## src/rtl/channelizer_m_core.sv

```systemverilog
// Channelizer output stage: bin downselect, channel tagging and AXI-Stream packetization.
// Optional per-bin frame averaging is enabled by defining CHAN_AVG_EN.
module channelizer_m_core #(
    parameter int MAX_BINS = 256,
    parameter int DATA_W   = 16
) (
    input  logic                clk,
    input  logic                sync_reset,
    input  logic                s_axis_tvalid,
    output logic                s_axis_tready,
    input  logic [2*DATA_W-1:0] s_axis_tdata,
    input  logic [31:0]         cfg_reload_data,
    input  logic                cfg_reload_update,
    input  logic                cfg_reload_last,
    input  logic [31:0]         cfg_downselect_data,
    input  logic                cfg_downselect_update,
    input  logic                cfg_downselect_last,
    input  logic [7:0]          cfg_fft_size,
    input  logic [8:0]          cfg_avg_len,
    input  logic [15:0]         cfg_payload_length,
    input  logic                cfg_chan_bypass,
    input  logic [7:0]          cfg_chan_first_num,
    output logic                eob_tag,
    output logic                first_channel,
    output logic                m_axis_tvalid,
    input  logic                m_axis_tready,
    output logic [2*DATA_W-1:0] m_axis_tdata,
    output logic [15:0]         m_axis_tuser,
    output logic                m_axis_tlast
);
    localparam int WORDS = MAX_BINS / 32;
    localparam int BIN_W = $clog2(MAX_BINS);
    localparam int LEN_W = BIN_W + 1;
    localparam int PTR_W = (WORDS > 1) ? $clog2(WORDS) : 1;

    logic [BIN_W-1:0]          bin_q, bin_d;
    logic [LEN_W-1:0]          frame_len_q, frame_len_d;
    logic [WORDS-1:0][31:0]    shadow_q, shadow_d;
    logic [MAX_BINS-1:0]       active_q, active_d;
    logic [PTR_W-1:0]          ptr_q, ptr_d;
    logic                      commit_q, commit_d;
    logic                      first_pend_q, first_pend_d;
    logic [15:0]               beat_q, beat_d;
    logic                      m_tvalid_q, m_tvalid_d;
    logic                      m_tlast_q, m_tlast_d;
    logic                      first_q, first_d;
    logic [2*DATA_W-1:0]       m_tdata_q, m_tdata_d;
    logic [15:0]               m_tuser_q, m_tuser_d;

    logic                      in_hs, out_hs, bin0, last_bin, mask_bit, kept, first_now, emit_ok;
    logic [LEN_W-1:0]          cfg_len, cur_len;
    logic [16:0]               pl_len;
    logic [15:0]               next_idx;
    logic [2*DATA_W-1:0]       sample;

    logic unused_reload;
    assign unused_reload = ^{cfg_reload_data, cfg_reload_update, cfg_reload_last};

`ifdef CHAN_AVG_EN
    localparam int ACC_W = DATA_W + 9;

    logic signed [ACC_W-1:0]   acc_i_mem [MAX_BINS];
    logic signed [ACC_W-1:0]   acc_q_mem [MAX_BINS];
    logic signed [ACC_W-1:0]   sum_i, sum_q, avg_i, avg_q;
    logic [8:0]                avg_idx_q, avg_idx_d, avg_len_q, avg_len_d, len_eff;
    logic [3:0]                shift;
    logic                      period_start, last_frame, acc_we;
    logic                      unused_avg;

    assign unused_avg = ^{avg_i[ACC_W-1:DATA_W], avg_q[ACC_W-1:DATA_W]};

    function automatic logic [3:0] log2_len(input logic [8:0] len);
        log2_len = '0;
        for (int i = 0; i < 9; i++)
            if (len[i]) log2_len = 4'(i);
    endfunction
`else
    logic unused_avg;
    assign unused_avg = ^cfg_avg_len;
`endif

    // NOTE: every variable gets a default before any branch so no path leaves it unassigned,
    // which is what keeps this block from inferring latches.
    always_comb begin
        in_hs     = s_axis_tvalid && s_axis_tready;
        out_hs    = m_tvalid_q && m_axis_tready;
        bin0      = (bin_q == '0);
        cfg_len   = (cfg_fft_size == 8'd0) ? LEN_W'(MAX_BINS) : LEN_W'(cfg_fft_size);
        cur_len   = bin0 ? cfg_len : frame_len_q;
        last_bin  = ({1'b0, bin_q} == cur_len - LEN_W'(1));
        // A commit pending at bin 0 takes effect for bin 0 itself.
        mask_bit  = (bin0 && commit_q) ? shadow_q[0][0] : active_q[bin_q];
        kept      = cfg_chan_bypass || mask_bit;
        first_now = bin0 || first_pend_q;
        pl_len    = (cfg_payload_length == 16'd0) ? 17'h10000 : {1'b0, cfg_payload_length};
        next_idx  = out_hs ? (m_tlast_q ? 16'd0 : beat_q + 16'd1) : beat_q;
        sample    = s_axis_tdata;
        emit_ok   = 1'b1;

`ifdef CHAN_AVG_EN
        period_start = bin0 && (avg_idx_q == '0);
        len_eff      = period_start ? cfg_avg_len : avg_len_q;
        last_frame   = (len_eff <= 9'd1) || (avg_idx_q == len_eff - 9'd1);
        sum_i        = ((avg_idx_q == '0) ? '0 : acc_i_mem[bin_q])
                       + ACC_W'(signed'(s_axis_tdata[DATA_W-1:0]));
        sum_q        = ((avg_idx_q == '0) ? '0 : acc_q_mem[bin_q])
                       + ACC_W'(signed'(s_axis_tdata[2*DATA_W-1:DATA_W]));
        shift        = log2_len(len_eff);
        avg_i        = sum_i >>> shift;
        avg_q        = sum_q >>> shift;
        sample       = {avg_q[DATA_W-1:0], avg_i[DATA_W-1:0]};
        emit_ok      = last_frame;
        acc_we       = in_hs;
        avg_idx_d    = avg_idx_q;
        avg_len_d    = avg_len_q;
        if (in_hs) begin
            if (period_start) avg_len_d = cfg_avg_len;
            if (last_bin)     avg_idx_d = last_frame ? 9'd0 : avg_idx_q + 9'd1;
        end
`endif

        bin_d        = bin_q;
        frame_len_d  = frame_len_q;
        shadow_d     = shadow_q;
        active_d     = active_q;
        ptr_d        = ptr_q;
        commit_d     = commit_q;
        first_pend_d = first_pend_q;
        beat_d       = next_idx;
        m_tvalid_d   = m_tvalid_q;
        m_tlast_d    = m_tlast_q;
        first_d      = first_q;
        m_tdata_d    = m_tdata_q;
        m_tuser_d    = m_tuser_q;

        if (in_hs) begin
            bin_d        = last_bin ? '0 : bin_q + 1'b1;
            first_pend_d = kept ? 1'b0 : first_now;
            if (bin0) begin
                frame_len_d = cfg_len;
                commit_d    = 1'b0;
                if (commit_q) active_d = shadow_q;
            end
        end

        if (cfg_downselect_update) begin
            shadow_d[ptr_q] = cfg_downselect_data;
            if (cfg_downselect_last) begin
                ptr_d    = '0;
                commit_d = 1'b1;
            end else begin
                ptr_d = (ptr_q == PTR_W'(WORDS - 1)) ? '0 : ptr_q + 1'b1;
            end
        end

        if (out_hs) m_tvalid_d = 1'b0;
        if (in_hs && kept && emit_ok) begin
            m_tvalid_d = 1'b1;
            m_tdata_d  = sample;
            m_tuser_d  = {8'd0, 8'(bin_q) + cfg_chan_first_num};
            m_tlast_d  = ({1'b0, next_idx} == pl_len - 17'd1);
            first_d    = first_now;
        end
    end

    // NOTE: sequential state uses non-blocking assignments only, so every flop samples
    // pre-edge values regardless of block ordering.
    always_ff @(posedge clk) begin
        if (sync_reset) begin
            bin_q        <= '0;
            frame_len_q  <= LEN_W'(MAX_BINS);
            shadow_q     <= '1;
            active_q     <= '1;
            ptr_q        <= '0;
            commit_q     <= 1'b0;
            first_pend_q <= 1'b1;
            beat_q       <= '0;
            m_tvalid_q   <= 1'b0;
            m_tlast_q    <= 1'b0;
            first_q      <= 1'b0;
            m_tdata_q    <= '0;
            m_tuser_q    <= '0;
        end else begin
            bin_q        <= bin_d;
            frame_len_q  <= frame_len_d;
            shadow_q     <= shadow_d;
            active_q     <= active_d;
            ptr_q        <= ptr_d;
            commit_q     <= commit_d;
            first_pend_q <= first_pend_d;
            beat_q       <= beat_d;
            m_tvalid_q   <= m_tvalid_d;
            m_tlast_q    <= m_tlast_d;
            first_q      <= first_d;
            m_tdata_q    <= m_tdata_d;
            m_tuser_q    <= m_tuser_d;
        end
    end

`ifdef CHAN_AVG_EN
    always_ff @(posedge clk) begin
        if (sync_reset) begin
            avg_idx_q <= '0;
            avg_len_q <= 9'd1;
        end else begin
            avg_idx_q <= avg_idx_d;
            avg_len_q <= avg_len_d;
        end
    end

    // NOTE: the accumulator RAM has no reset; the first frame of every period overwrites it.
    always_ff @(posedge clk) begin
        if (acc_we) begin
            acc_i_mem[bin_q] <= sum_i;
            acc_q_mem[bin_q] <= sum_q;
        end
    end
`endif

    assign s_axis_tready = !m_tvalid_q || m_axis_tready;
    assign m_axis_tvalid = m_tvalid_q;
    assign m_axis_tdata  = m_tdata_q;
    assign m_axis_tuser  = m_tuser_q;
    assign m_axis_tlast  = m_tlast_q;
    assign first_channel = first_q;
    assign eob_tag       = m_tvalid_q && m_axis_tready && m_tlast_q;
endmodule

```

## config.mk

```make
export PLATFORM = sky130hd
export DESIGN_NAME = channelizer_m_core
export DESIGN_NICKNAME = d
export VERILOG_FILES = /design/src/rtl/channelizer_m_core.sv
export SDC_FILE = /design/constraint.sdc
export NUM_CORES = 1
export LEC_CHECK = 0
export ABC_AREA = 0
export BUFFER_PORTS_ARGS = -buffer_cell sky130_fd_sc_hd__clkbuf_2
export CAP_MARGIN = 15
export CORE_ASPECT_RATIO = 1.2
export CORE_MARGIN = 5
export CORE_UTILIZATION = 33
export DETAILED_ROUTE_END_ITERATION = 7
export PLACE_DENSITY = 0.58
export SYNTH_ARGS = -nofsm -noshare
export SYNTH_HDL_FRONTEND = slang
export SYNTH_SLANG_ARGS = --single-unit
```

## constraint.sdc

```tcl
create_clock -name clk -period 11.2 [get_ports clk]
set_input_delay 2.24 -clock clk [delete_from_list [all_inputs] [get_ports clk]]
set_output_delay 2.24 -clock clk [all_outputs]
set_load 0.05 [all_outputs]
```

==> run summary, run 1 <==
===========================================================================================
Status                                                                            completed
Most common cell after layout, fill and taps aside                             sky130_fd_sc_hd__nand2_1
Hold Crit Class                                                                     reg2reg
Relative area change from synthesis to final layout                                  13.23%
Die Span X                                                                         260.6 um
Most frequent cells in the layout                                              sky130_fd_sc_hd__nand2_1, sky130_fd_sc_hd__dfxtp_1, sky130_fd_sc_hd__nand3_1, sky130_fd_sc_hd__mux2i_1, sky130_fd_sc_hd__clkbuf_2
First-pass GRT wire length                                                        105400 um
All-Layer GR Usage                                                                   16.02%
Routed wire length per instance                                                    17.38 um
Total number of H-tree levels                                                             2
Final Critical Period                                                              5.738 ns
Via count of the first global-routing pass                                            18120
Pwr per Cell Area                                                              170.9 nW/um^2
Critical Path Start                                                            m_axis_tready
Die span in y                                                                      310.7 um
Fillers                                                                                7662
TritonCTS clock tree                                                                   done
Synth Flop Type                                                                sky130_fd_sc_hd__dfxtp_1
Setup repair after global routing missed its margin                                   false
CP Buf/Inv Count                                                                          3
Non-Filler Instances                                                                   3875
Area of the mapped netlist                                                      24860 sq um
Worst-case headroom to the max-slew limit                                            23.23%
Cells on worst reg2reg path                                                              10
Post-synthesis area per instance                                                8.813 sq um
Worst path arrival time                                                             3.50 ns
YS warnings                                                                               0
Number of iterations in the first detailed-routing pass                                   5
Design Area, Final                                                              28150 sq um
Total number of cells along the worst setup path                                          4
Core area                                                                       74870 sq um
Hold_buf cts                                                                              0
Critical Path Slowest Stage Cell                                               sky130_fd_sc_hd__inv_1
Final GP Congestion                                                                  0.8114
Element type at the critical path end                                            output pin
R2r endpoint                                                                   active_q[228]
Insertion delay of the later-clocked pin in the worst-skew pair                     0.63 ns
Unique cell type count in the Yosys netlist                                              73
Reg clk slew, reported paths                                                        0.06 ns
Final setup violation count                                                               0
Fraction of the yosys area taken by sequential cells                                 47.75%
Cell Chain, Critical Path                                                      clkbuf_2, nand3_1, inv_1, clkbuf_2
Deepest clock path buffer count                                                           3
Reported leakage power                                                             11.26 nW
Number of enable flip-flop cells after synthesis                                          0
Worst IR drop on VDD                                                            0.0001042 V
Cell with the most instances on the worst path                                 sky130_fd_sc_hd__clkbuf_2
Overflow left after global routing                                                        0
Buffers inserted during post-CTS setup optimization                                       0
Root buf cell                                                                  sky130_fd_sc_hd__clkbuf_16
Number of pins with negative max-slew slack in the final report                           0
Initial antenna violation count                                                           8
Number of top-level pins                                                                199
Count of clock tree sinks                                                               593
Antenna Violating Nets Remaining                                                          0
Total negative slack for setup checks                                                  0 ns
Critical path's top delay family                                               buffers and inverters
Flip-flop and latch count after synthesis                                               593
Worst setup path class                                                               in2out
Maximum clock rate                                                               0.1743 GHz
Inserted Clock Buffers                                                                   61
Routed vias                                                                           19360
Critical path data required time                                                    8.96 ns
Slew of the pin with the lowest slew margin                                        1.152 ns
Fin crit share                                                                       51.23%
Gate count after technology mapping                                                    2821
Capture point of the worst path                                                     eob_tag
MaxCap Viol Count                                                                         0
Site Rows                                                                               110
Number of cells after detailed placement                                               3761
Kind of launch point of the worst setup path                                     input port
# nets final                                                                           2978
Detailed-route DRC error count                                                            0
Final Util                                                                           37.60%
Final Skew                                                                       0.02476 ns
Die area                                                                        80950 sq um
Starting density of the core                                                         33.21%
Share of async-settable or async-resettable flops after synthesis                        0%
Layout cell share with drive strength beyond 1                                       12.46%
Vias/cell                                                                             4.996
Placed wire-length estimate after detailed placement                               41260 um
Minimum setup slack among reg-to-reg paths                                          6.31 ns
Max FO, Critical Path                                                                    12
Number of failing hold endpoints at the final stage                                       0
Multi-input gate area                                                           11900 sq um
Worst path max stage delay                                                          0.41 ns
Post-CTS sizing                                                                           0
Number of design-rule violations left by the first detailed-router iteration           1579
Origin of the critical flop-to-flop path                                           bin_q[0]
Number of buffers added on ports                                                        147
FF+latch area                                                                   11880 sq um
Largest net degree at the start of global routing                                       184
Post-place instance area                                                        26090 sq um
Routed WL                                                                          67370 um
===========================================================================================
-- report_power, final --
| part | leakage (nW) | switching [W] | internal (W) | total (W) |
|---|---|---|---|---|
| clock | 1.01 | 0.000858 | 0.00122 | 0.00208 |
| sequential | 4.83 | 0.0000537 | 0.00219 | 0.00224 |
| combinational | 5.41 | 0.000325 | 0.000169 | 0.000494 |
-- worst reg2reg max path: stages (launching register included) --
cell and delay, ns:
sky130_fd_sc_hd__dfxtp_4 0.53, sky130_fd_sc_hd__inv_1 0.39, sky130_fd_sc_hd__ha_1 0.20, sky130_fd_sc_hd__nor4b_2 0.45
sky130_fd_sc_hd__nand3_1 0.43, sky130_fd_sc_hd__nor2_1 0.91, sky130_fd_sc_hd__nand2_4 0.49, sky130_fd_sc_hd__buf_4 0.55
sky130_fd_sc_hd__buf_4 0.50, sky130_fd_sc_hd__nand2_1 0.23, sky130_fd_sc_hd__nand3_1 0.09
-- worst min-delay path by stage --
stage | from | to | slack (ns) | depth (start not counted)
final | active_q[150] | active_q[150] | 0.46 | 2
after global routing | shadow_q[28] | active_q[28] | 0.48 | 2
after CTS | shadow_q[108] | active_q[108] | 0.46 | 2
after detailed placement | active_q[150] | active_q[150] | 0.45 | 2
after global placement | active_q[185] | active_q[185] | 0.44 | 2
after floorplan | active_q[117] | active_q[117] | 0.43 | 2
-- final cells by class --
class	count	area share [%]
inverter	18	0.2667
sequential	593	42.20
antenna	2	0.01778
clock inverter	20	0.8000
timing repair buffer	177	3.458
multi-input combinational	1965	42.26
tap	1008	4.480
clock buffer	92	6.520
-- cell families after synthesis --
family / Yosys count / share of synthesized area [%]
AO/OA/AOI/OAI: 202 / 5.591
XOR/XNOR: 52 / 1.887
adder cells (fa/ha/maj): 16 / 0.8354
buffers and inverters: 270 / 4.816
flip-flops: 593 / 47.75
multiplexers: 323 / 15.53
other: 1 / 0.01508
AND/OR/NAND/NOR: 1364 / 23.58
-- metal layers --
layer / GRT usage, % / vias to the layer above / share of wire [%]
met5: 0 / - / 0.11
met2: 24.98 / 488 / 45
met1: 22.30 / 9168 / 45
met3: 3.563 / 123 / 6.7
met4: 4.744 / 12 / 2.7
li1: - / 9568 / -
-- cells in the mapped netlist (8+ instances only) --
cell	count	area (sq um)
sky130_fd_sc_hd__nor2_1	58	217.7
sky130_fd_sc_hd__o21ai_0	9	45.04
sky130_fd_sc_hd__buf_6	9	101.4
sky130_fd_sc_hd__clkbuf_1	189	709.4
sky130_fd_sc_hd__a21oi_1	64	320.3
sky130_fd_sc_hd__nand4_1	14	87.58
sky130_fd_sc_hd__mux2i_1	262	2623
sky130_fd_sc_hd__nand3_1	347	1737
sky130_fd_sc_hd__buf_2	30	150.1
sky130_fd_sc_hd__xnor2_1	32	280.3
sky130_fd_sc_hd__a31oi_1	9	56.30
sky130_fd_sc_hd__ha_1	15	187.7
sky130_fd_sc_hd__xor2_1	19	166.4
sky130_fd_sc_hd__and3_1	8	50.05
sky130_fd_sc_hd__dfxtp_1	593	11870
sky130_fd_sc_hd__o221ai_1	8	70.07
sky130_fd_sc_hd__mux4_2	41	923.4
sky130_fd_sc_hd__nor4_1	12	75.07
sky130_fd_sc_hd__inv_1	17	63.81
sky130_fd_sc_hd__nor3_1	19	95.09
sky130_fd_sc_hd__mux2_2	14	157.7
sky130_fd_sc_hd__nand2_1	858	3221
sky130_fd_sc_hd__buf_4	18	135.1
sky130_fd_sc_hd__o211ai_1	41	307.8
-- through the flow --
step	hold slack [ns]	power, W	worst slack (ns)
2_1_floorplan	0.4319	0.002654	5.596
3_3_place_gp	0.4402	0.002782	5.441
3_5_place_dp	0.4501	0.002785	5.492
4_1_cts	0.4554	0.004865	5.481
5_1_grt	0.4781	0.005017	5.327
6_report	0.4591	0.004811	5.462
-- state kept, by name (all words and copies together) (netlist names), 3 cells and up --
| register | cells |
|---|---|
| active_q | 256 |
| shadow_q | 256 |
| m_axis_tdata | 32 |
| beat_q | 16 |
| frame_len_q | 9 |
| bin_q | 8 |
| m_axis_tuser | 8 |
| ptr_q | 3 |
Power figures use the tool's default switching activity.
==> run 2, diff against run 1 <==
--- a/config.mk
+++ b/config.mk
@@ -5,7 +5,7 @@
 export SDC_FILE = /design/constraint.sdc
 export NUM_CORES = 1
 export LEC_CHECK = 0
-export ABC_AREA = 0
+export ABC_AREA = 1
 export BUFFER_PORTS_ARGS = -buffer_cell sky130_fd_sc_hd__clkbuf_2
 export CAP_MARGIN = 15
 export CORE_ASPECT_RATIO = 1.2
==> constraint.sdc (replaced) <==
create_clock -name clk -period 5.4 [get_ports clk]
set_input_delay 1.08 -clock clk [delete_from_list [all_inputs] [get_ports clk]]
set_output_delay 1.08 -clock clk [all_outputs]
set_load 0.05 [all_outputs]
==> run 2 against run 1 <==
Against the previous run: clock power is 100% higher; sequential power is 110% higher; worst hold slack worse by 0.014 ns; global-route usage grew 1.5 points; non-clock buffer count increased by 23; sequential cell count is the same; die area increased by 3.1%; combinational power rose to 2.6 times the previous value; final area increased by 2.8%; total power grew 110%; first-iteration DRC count grew 18%; clock-buffer cell count is 1 higher.
==> run summary, run 2 <==
===========================================================================================
Gate count after technology mapping                                                    3630   +29%
Vias/cell                                                                             4.879   -2.3%
Pwr per Cell Area                                                              348.9 nW/um^2   +100%
Unique cell type count in the Yosys netlist                                              44   -40%
Antenna Violating Nets Remaining                                                          0   unchanged
Multi-input gate area                                                           11510 sq um   -3.2%
Most common cell after layout, fill and taps aside                             sky130_fd_sc_hd__nand2_1
Critical path data required time                                                    5.91 ns   -3.05 ns
Buffers inserted during post-CTS setup optimization                                       0   unchanged
Die span in y                                                                      315.5 um   +1.5%
Fillers                                                                                8199   +7.0%
Relative area change from synthesis to final layout                                  12.81%
Number of top-level pins                                                                199   unchanged
Reg clk slew, reported paths                                                        0.06 ns   about the same
Element type at the critical path end                                              register
Most frequent cells in the layout                                              sky130_fd_sc_hd__nand2_1, sky130_fd_sc_hd__nand3_1, sky130_fd_sc_hd__dfxtp_1, sky130_fd_sc_hd__inv_1, sky130_fd_sc_hd__o211ai_1
Setup repair after global routing missed its margin                                   false
Area of the mapped netlist                                                      25660 sq um   +3.2%
First-pass GRT wire length                                                        119200 um   +13%
Worst path arrival time                                                             4.38 ns   +0.88 ns
Hold_buf cts                                                                              0   unchanged
# nets final                                                                           3776   +27%
YS warnings                                                                               0   unchanged
Number of enable flip-flop cells after synthesis                                          0   unchanged
Worst setup path class                                                              reg2reg
Number of buffers added on ports                                                        147   unchanged
Overflow left after global routing                                                        0   unchanged
Status                                                                            completed
Cell Chain, Critical Path                                                      inv_4, nor2_2, nand3_1, nand2_1, nor2_1, nand2_1, nand3_1, nand3_1, nand3_1, nand2_1, nand2_1, nand2_2, buf_4, nand3_1, nand2_1, nor2_1
Placed wire-length estimate after detailed placement                               45490 um   +10%
Synth Flop Type                                                                sky130_fd_sc_hd__dfxtp_1
Number of design-rule violations left by the first detailed-router iteration           1861   +18%
Fraction of post-synthesis cell area in the top cell type by area                    46.27%   -1.5 points
MaxCap Viol Count                                                                         0   unchanged
Insertion delay of the later-clocked pin in the worst-skew pair                     0.63 ns   about the same
Maximum clock rate                                                               0.2582 GHz
Final setup violation count                                                               0   unchanged
Critical Path Slowest Stage Cell                                               sky130_fd_sc_hd__nor2_2
Worst IR drop on VDD                                                            0.0002521 V   +140%
Number of failing hold endpoints at the final stage                                       0   unchanged
Hold Crit Class                                                                     reg2reg
Site Rows                                                                               112   +1.8%
Largest net degree at the start of global routing                                       181   -1.6%
Reported leakage power                                                             14.04 nW   +25%
Kind of launch point of the worst setup path                                       register
Detailed-route DRC error count                                                            0   unchanged
Post-synthesis cell type with the largest combined area                        sky130_fd_sc_hd__dfxtp_1
Commonest cells in the netlist                                                 sky130_fd_sc_hd__nand2_1, sky130_fd_sc_hd__nand3_1, sky130_fd_sc_hd__dfxtp_1
Count of antenna diodes in the layout                                                     0   -2
Layout cell share with drive strength beyond 1                                       9.146%   -3.3 points
Number of pins with negative max-slew slack in the final report                           0   unchanged
Die Span X                                                                         264.5 um   +1.5%
Final GP Congestion                                                                  0.8041   -0.90%
Fin crit share                                                                       71.73%
Slew of the pin with the lowest slew margin                                        1.068 ns   -0.08309 ns
Total negative slack for setup checks                                                  0 ns   unchanged
Number of iterations in the first detailed-routing pass                                   5   unchanged
Starting density of the core                                                         33.11%   -0.099 points
Core area                                                                       77490 sq um   +3.5%
Worst hold slack                                                                  0.4451 ns   -0.01404 ns
Final Skew                                                                       0.02062 ns   -0.004141 ns
Root buf cell                                                                  sky130_fd_sc_hd__clkbuf_16
Via count of the first global-routing pass                                            20840   +15%
Initial antenna violation count                                                           1   -7
Flip-flop and latch count after synthesis                                               593   unchanged
Total number of H-tree levels                                                             2   unchanged
All-Layer GR Usage                                                                   17.57%   +1.5 points
Worst path max stage delay                                                          0.85 ns   +0.44 ns
Most frequent cell after synthesis                                             sky130_fd_sc_hd__nand2_1
Post-synthesis area per instance                                                7.068 sq um   -20%
Max FO, Critical Path                                                                    68   +56
Count of clock tree sinks                                                               593   unchanged
Routed wire length per instance                                                    16.27 um   -6.4%
Cell types occupying the most area after synthesis                             sky130_fd_sc_hd__dfxtp_1, sky130_fd_sc_hd__nand2_1, sky130_fd_sc_hd__nand3_1, sky130_fd_sc_hd__o211ai_1, sky130_fd_sc_hd__inv_1
Share of async-settable or async-resettable flops after synthesis                        0%   unchanged
TritonCTS clock tree                                                                   done
Die area                                                                        83450 sq um   +3.1%
Inserted Clock Buffers                                                                   60   -1.6%
Fraction of the yosys area taken by sequential cells                                 46.27%   -1.5 points
Routed vias                                                                           22880   +18%
Deepest clock path buffer count                                                           3   unchanged
FF+latch area                                                                   11880 sq um   about the same
Final Critical Period                                                              3.873 ns
Post-CTS sizing                                                                           0   unchanged
Worst-case headroom to the max-slew limit                                            28.69%   +5.5 points
Routed WL                                                                          76280 um   +13%
===========================================================================================
## run 2: cell types whose count changed after synthesis, moves of 41 or more
| cell | change |
|---|---|
| sky130_fd_sc_hd__mux2i_1 | -262 |
| sky130_fd_sc_hd__o211ai_1 | +130 |
| sky130_fd_sc_hd__nand3_1 | +272 |
| sky130_fd_sc_hd__inv_1 | +248 |
| sky130_fd_sc_hd__nand2_1 | +445 |
| sky130_fd_sc_hd__nor2_1 | +79 |
| sky130_fd_sc_hd__mux4_2 | -41 |
## run 2: worst paths after layout
kind,from,to,slack [ns],cells after the start
worst min register to register,shadow_q[36],active_q[36],0.45,2
worst min-delay path,shadow_q[36],active_q[36],0.45,2
worst max register to register,bin_q[2],m_axis_tdata[26],1.53,16
worst max-delay path,bin_q[2],m_axis_tdata[26],1.53,16
## run 2: per-stage QoR
stage | power, W | area, sq um | util, % | std cells | setup slack, ns
2_1_floorplan | 0.005682 | 25680 | - | 3637 | 2.377
3_3_place_gp | 0.006002 | 26980 | 34.81 | 4578 | 1.451
3_5_place_dp | 0.006014 | 26980 | 34.81 | 4578 | 1.427
4_1_cts | 0.01020 | 28940 | 37.35 | 4689 | 1.600
5_1_grt | 0.01054 | 28940 | 37.35 | 4689 | 1.209
6_report | 0.01010 | 28940 | 37.35 | 4689 | 1.527
## run 2: final cells by class
| cell class | count | area share (%) |
|---|---|---|
| Clock buffer | 93 | 6.134 |
| Clock inverter | 18 | 0.6571 |
| Inverter | 276 | 3.657 |
| Multi-Input combinational cell | 2483 | 39.77 |
| Sequential cell | 593 | 41.04 |
| Tap cell | 1026 | 4.435 |
| Timing Repair Buffer | 200 | 4.306 |
## run 2: worst max-delay path, delay by kind of cell (launching register included)
kind	cells	cell delay (ns)
buf+inv	2	0.76
flops	1	0.37
simple gates	14	2.59
## run 2: cell families (layout without fill, tap and decap cells)
family / count (synthesis) / in the layout / share of synthesized area, %
AND/OR/NAND/NOR: 2104 / 2104 / 34.36
flip-flops: 593 / 593 / 46.27
buffers and inverters: 561 / 587 / 9.183
AO/OA/AOI/OAI: 324 / 324 / 8.251
XOR/XNOR: 31 / 31 / 1.112
adder cells (fa/ha/maj): 16 / 16 / 0.8095
other: 1 / 8 / 0.01462
## run 2: metal layers
layer	vias up	wire length, um	GRT usage [%]	part of all wire, %
li1	11610	-	-	-
met1	10630	34170	23.40	45
met2	555	36210	30.10	47
met3	77	4421	2.957	5.8
met4	2	1472	3.894	1.9
met5	-	13	0	0.017
## run 2: where the power goes
group,switching [W],internal (W),leakage [nW]
sequential,0.0000767,0.00456,4.84
combinational,0.000918,0.000365,8.25
clock,0.00179,0.00240,0.958
total,0.00278,0.00732,14.0
